==> config.mk <==
export PLATFORM = sky130hd
export DESIGN_NAME = data_mem_arbiter
export DESIGN_NICKNAME = d
export VERILOG_FILES = /design/src/rtl/data_mem_arbiter.sv
export SDC_FILE = /design/constraint.sdc
export NUM_CORES = 1
export LEC_CHECK = 0
export ABC_CLOCK_PERIOD_IN_PS = 4500
export CORE_MARGIN = 5
export CORE_UTILIZATION = 34
export DETAILED_ROUTE_END_ITERATION = 16
export GPL_ROUTABILITY_DRIVEN = 0
export PLACE_DENSITY = 0.89
export SYNTH_ARGS = -nofsm -noshare
export SYNTH_HDL_FRONTEND = slang
export SYNTH_SLANG_ARGS = --single-unit
==> constraint.sdc <==
create_clock -name clk_i -period 4.5 [get_ports clk_i]
set_input_delay 0.675 -clock clk_i [delete_from_list [all_inputs] [get_ports clk_i]]
set_output_delay 0.675 -clock clk_i [all_outputs]
set_load 0.005 [all_outputs]
==> src/rtl/data_mem_arbiter.sv <==
// Two-port arbiter for the single-port data memory: one access per cycle, registered read return.
// Define DMEM_ARB_RR_EN for round-robin conflict resolution instead of fixed A priority with starvation guard.
module data_mem_arbiter #(
  parameter int AW       = 10,
  parameter int DW       = 32,
  parameter int MAX_WAIT = 8
) (
  input  logic          clk_i,
  input  logic          rst_i,
  input  logic          a_req_i,
  input  logic          a_we_i,
  input  logic [AW-1:0] a_addr_i,
  input  logic [DW-1:0] a_wdata_i,
  output logic          a_gnt_o,
  output logic          a_rvalid_o,
  output logic [DW-1:0] a_rdata_o,
  input  logic          b_req_i,
  input  logic          b_we_i,
  input  logic [AW-1:0] b_addr_i,
  input  logic [DW-1:0] b_wdata_i,
  output logic          b_gnt_o,
  output logic          b_rvalid_o,
  output logic [DW-1:0] b_rdata_o,
  output logic [AW-1:0] mem_addr_o,
  output logic [DW-1:0] mem_wdata_o,
  output logic          mem_wren_o,
  input  logic [DW-1:0] mem_rdata_i
);

  logic          b_wins;
  logic [AW-1:0] last_addr;

`ifdef DMEM_ARB_RR_EN
  // Set after an A grant: B is owed the next conflict.
  logic last_b;
`else
  logic [7:0] wait_cnt;
`endif

  always_comb begin
    b_wins = 1'b0;
    if (b_req_i && !a_req_i) begin
      b_wins = 1'b1;
    end else if (a_req_i && b_req_i) begin
`ifdef DMEM_ARB_RR_EN
      b_wins = last_b;
`else
      b_wins = (wait_cnt == 8'(MAX_WAIT));
`endif
    end
  end

  // Grants are masked while reset is high so nothing reaches the memory.
  assign a_gnt_o = !rst_i && a_req_i && !b_wins;
  assign b_gnt_o = !rst_i && b_req_i && b_wins;

  always_comb begin
    mem_addr_o  = last_addr;
    mem_wdata_o = '0;
    mem_wren_o  = 1'b0;
    if (a_gnt_o) begin
      mem_addr_o  = a_addr_i;
      mem_wdata_o = a_wdata_i;
      mem_wren_o  = a_we_i;
    end else if (b_gnt_o) begin
      mem_addr_o  = b_addr_i;
      mem_wdata_o = b_wdata_i;
      mem_wren_o  = b_we_i;
    end
  end

  always_ff @(posedge clk_i or posedge rst_i) begin
    if (rst_i) begin
      last_addr  <= '0;
      a_rvalid_o <= 1'b0;
      a_rdata_o  <= '0;
      b_rvalid_o <= 1'b0;
      b_rdata_o  <= '0;
    end else begin
      if (a_gnt_o)      last_addr <= a_addr_i;
      else if (b_gnt_o) last_addr <= b_addr_i;
      a_rvalid_o <= a_gnt_o && !a_we_i;
      b_rvalid_o <= b_gnt_o && !b_we_i;
      if (a_gnt_o && !a_we_i) a_rdata_o <= mem_rdata_i;
      if (b_gnt_o && !b_we_i) b_rdata_o <= mem_rdata_i;
    end
  end

`ifdef DMEM_ARB_RR_EN
  always_ff @(posedge clk_i or posedge rst_i) begin
    if (rst_i) begin
      last_b <= 1'b0;
    end else if (a_gnt_o || b_gnt_o) begin
      last_b <= a_gnt_o;
    end
  end
`else
  // Counts cycles B is kept waiting; saturates so B is forced at MAX_WAIT.
  always_ff @(posedge clk_i or posedge rst_i) begin
    if (rst_i) begin
      wait_cnt <= '0;
    end else if (b_req_i && !b_gnt_o) begin
      if (wait_cnt != 8'(MAX_WAIT)) wait_cnt <= wait_cnt + 8'd1;
    end else begin
      wait_cnt <= '0;
    end
  end
`endif

endmodule
==> results.md, run 1 <==
- Worst skew pair latency: 0.35 ns
- Pleak: 2.59 nW
- Vias per cell: ~5
- GR Overflow Total: 0
- Ant. Diodes: 0
- Top Ports: between 200 and 250
- Final Non-Filler Cells: 646
- Global-route wire length before repair: 18,500 µm
- Post-CTS Hold Buffers: 0
- RSZ-0062 raised after global routing: false
- Layout Skew: 0.0143 ns
- Fin. max-slew vios: 0
- CP Class: reg -> out
- Rows: 38
- HP Class: reg -> reg
- Port Buffers: 232
- Global router's overall resource usage: roughly 18%
- Layout fillers: ~870
- Pre-Repair DR Iteration Count: 4
- Yosys warns: 0
- Min Tclk post-route: ~3.8 ns
- Initial Util: 34.7%
- DIE WIDTH: 115 µm
- Worst EP required: approximately 3.8 ns
- Syn Std Cell Area: 3760 µm²
- Max FO, Critical Path: 34
- Crit start category: register
- Outcome: completed
- Asr flop ratio synth: between 90% and 100%
- Largest family of logic cells by synthesized area: multiplexers
- Post-layout power: 0.00224 W
- Final WL: 12,100 µm
- WP buf/inv: 3
- Syn Inst Count: 269
- Syn-to-layout area delta: 71.3%
- VDD IR-drop max: 0.294 mV
- Slew @ Worst Pin: 0.666 ns
- DR WL/cell: 18.7 µm
- TritonCTS Sinks: 84
- Setup Buffers After CTS: 0
- CP max stage cell: clkdlybuf4s50_1
- Mean Syn Cell Area: 14.0 µm²
- Area of the multi-input gates: 1560 µm²
- Drt drc: 0
- Arrival @ worst endpoint: ~3.2 ns
- Dominant synthesized flop cell: dfrtp_1
- Slew Limit Headroom: 55.6%
- Xor and xnor area share after synthesis: 1.40%
- Layout cells sized above 1: between 15 and 20%
- Total power per unit cell area: 348 nW/µm²
- Compound-Gate Fraction of Synth Area: 15.8%
- Setup violators final: 0
- DR iter-0 viols: 150
- Vias post-DR: 3,185
- Setup TNS: 0 ns
- Clock-pin slew of the registers on the worst-case setup and hold paths: 0.08 ns
- Fin nets: 626
- CTS max path bufs: 2
- Crit-path cells: inv_1 > ha_1 > nand4bb_1 > nor4_4 > a21o_1 > inv_2 > a22o_1 > clkdlybuf4s50_1
- Die area: 13,300 µm²
- Adder-cell share of the synthesized area: 0.665%
- FF/Latch Area: 2100 µm²
- Final Hold Viols: 0
- Worst stage delay on the critical path: approximately 0.46 ns
- Dpl hpwl: 9250 µm
- WHS: 0.494 ns
- Placed Cells: 631
- Initial antenna violation count: 0
- Yosys cell types: 32
- Flop2flop setup slack: 1.90 ns
- CTS H-tree depth: 3
- Fmax: 261 MHz
- Root Buffer: clkbuf_8
- MaxCap Viol Count: 0
- Vias in the first global route: roughly 3,500
- Seq/Total Area, Yosys: approximately 56%
- Simple-gate share of the synthesized area: between 3 and 4%
- Die Height: 115 µm
- Worst setup EP type: primary output
- CTS Buf Count: 9
- Syn nets: 393
- Mux share of post-synthesis cell area: 19.4%
- CTS tree: built
- Largest net degree at the start of global routing: between 50 and 60
- Core Box Area: roughly 11,000 µm²
- Seq cells post-synth: between 80 and 90
- Worst path top cell family by delay: buffers and inverters
- Crit share post-route: approximately 85%
- EDFF count, synth: 0
- Number of routed nets with antenna violations: 0
- CTS-repair resized insts: 0
-- stage by stage --
step | cell area (µm²) | utilization, % | setup WS, ns
detailed placement | 6220 | 57.4 | 0.838
global route | 6440 | 59.4 | 0.386
CTS | 6440 | 59.4 | 0.613
global placement | 6220 | 57.4 | 0.863
floorplan | 3760 | - | 1.35
finish | 6440 | 59.4 | 0.675
-- registers in the layout (all words and copies together) (netlist names) --
signal / flops
last_addr: 10
a_rvalid_o: 1
a_rdata_o: 32
wait_cnt: 8
b_rdata_o: 32
b_rvalid_o: 1
-- power by group --
group / internal [W] / leakage, nW / switching (W)
Combinational: 0.000476 / 1.48 / 0.000208
Sequential: 0.000888 / 1.01 / 0.0000721
Clock: 0.000326 / 0.105 / 0.000269
Total: 0.00169 / 2.59 / 0.000549
-- placed cells by master, fill, tap and decap left out, drive strengths merged, types with 4 or more instances in the layout --
master and instances:
a22o 33, a2bb2oi 10, buf 6, clkbuf 10, clkdlybuf4s50 232, dfrtp 84, inv 4, mux2 64
nand3 6, nor2 8, o221a 10, o22ai 10, xor2 5
-- routing by layer --
| metal | routed length (µm) | track usage [%] | vias up |
|---|---|---|---|
| li1 | - | - | 1500 |
| met1 | 4570 | 20.8 | 1542 |
| met2 | 6170 | 30.0 | 123 |
| met3 | 1090 | 7.53 | 20 |
| met4 | 238 | 5.32 | 0 |
| met5 | 0 | 0 | - |
-- synth_stat cells, types with 2 or more instances --
library cell	n	area share (%)
a2bb2oi_1	10	2.3
nor2_1	7	0.70
dfrtp_1	84	56
xor2_1	5	1.2
mux2_1	4	1.2
ha_1	2	0.67
o221a_2	10	3.0
clkbuf_1	7	0.70
and3_1	2	0.33
nand2b_1	2	0.33
mux2_2	60	18
nand3_1	6	0.80
buf_2	6	0.80
inv_1	3	0.30
o22ai_1	10	1.7
buf_6	3	0.90
a22o_1	33	7.7
-- area by class of cell --
cell class	instances	share of cell area, %
Clock buffer	10	2.14
Clock inverter	5	1.30
Inverter	5	0.311
Multi-Input combinational cell	164	24.2
Sequential cell	84	32.6
Tap cell	140	2.72
Timing Repair Buffer	238	36.7
-- cell families after synthesis --
group	count (synthesis)
simple gates	23
xor+xnor	6
mux	65
flops	84
compound gates	68
buf+inv	21
fa+ha+maj	2
-- path summary, 6_finish.rpt --
kind,startpoint,end,cells after the start
max,wait_cnt[0],mem_wren_o,8
min,b_rdata_o[20],b_rdata_o[20],1
max reg2reg,wait_cnt[0],b_rdata_o[17],7
min reg2reg,b_rdata_o[20],b_rdata_o[20],1
max in group asynchronous,rst_i,b_rdata_o[4],4
min in group asynchronous,rst_i,last_addr[4],3
Note: power is estimated with default switching activity, not from simulation.
==> inputs of run 2 (changes only) <==
--- a/config.mk
+++ b/config.mk
@@ -8,6 +8,7 @@
 export ABC_CLOCK_PERIOD_IN_PS = 4500
 export CORE_MARGIN = 5
 export CORE_UTILIZATION = 34
+export CTS_CLUSTER_DIAMETER = 150
 export DETAILED_ROUTE_END_ITERATION = 16
 export GPL_ROUTABILITY_DRIVEN = 0
 export PLACE_DENSITY = 0.89
==> results of run 2 <==
Same layout as run 1: the final DEF is identical, and so are final timing and power.
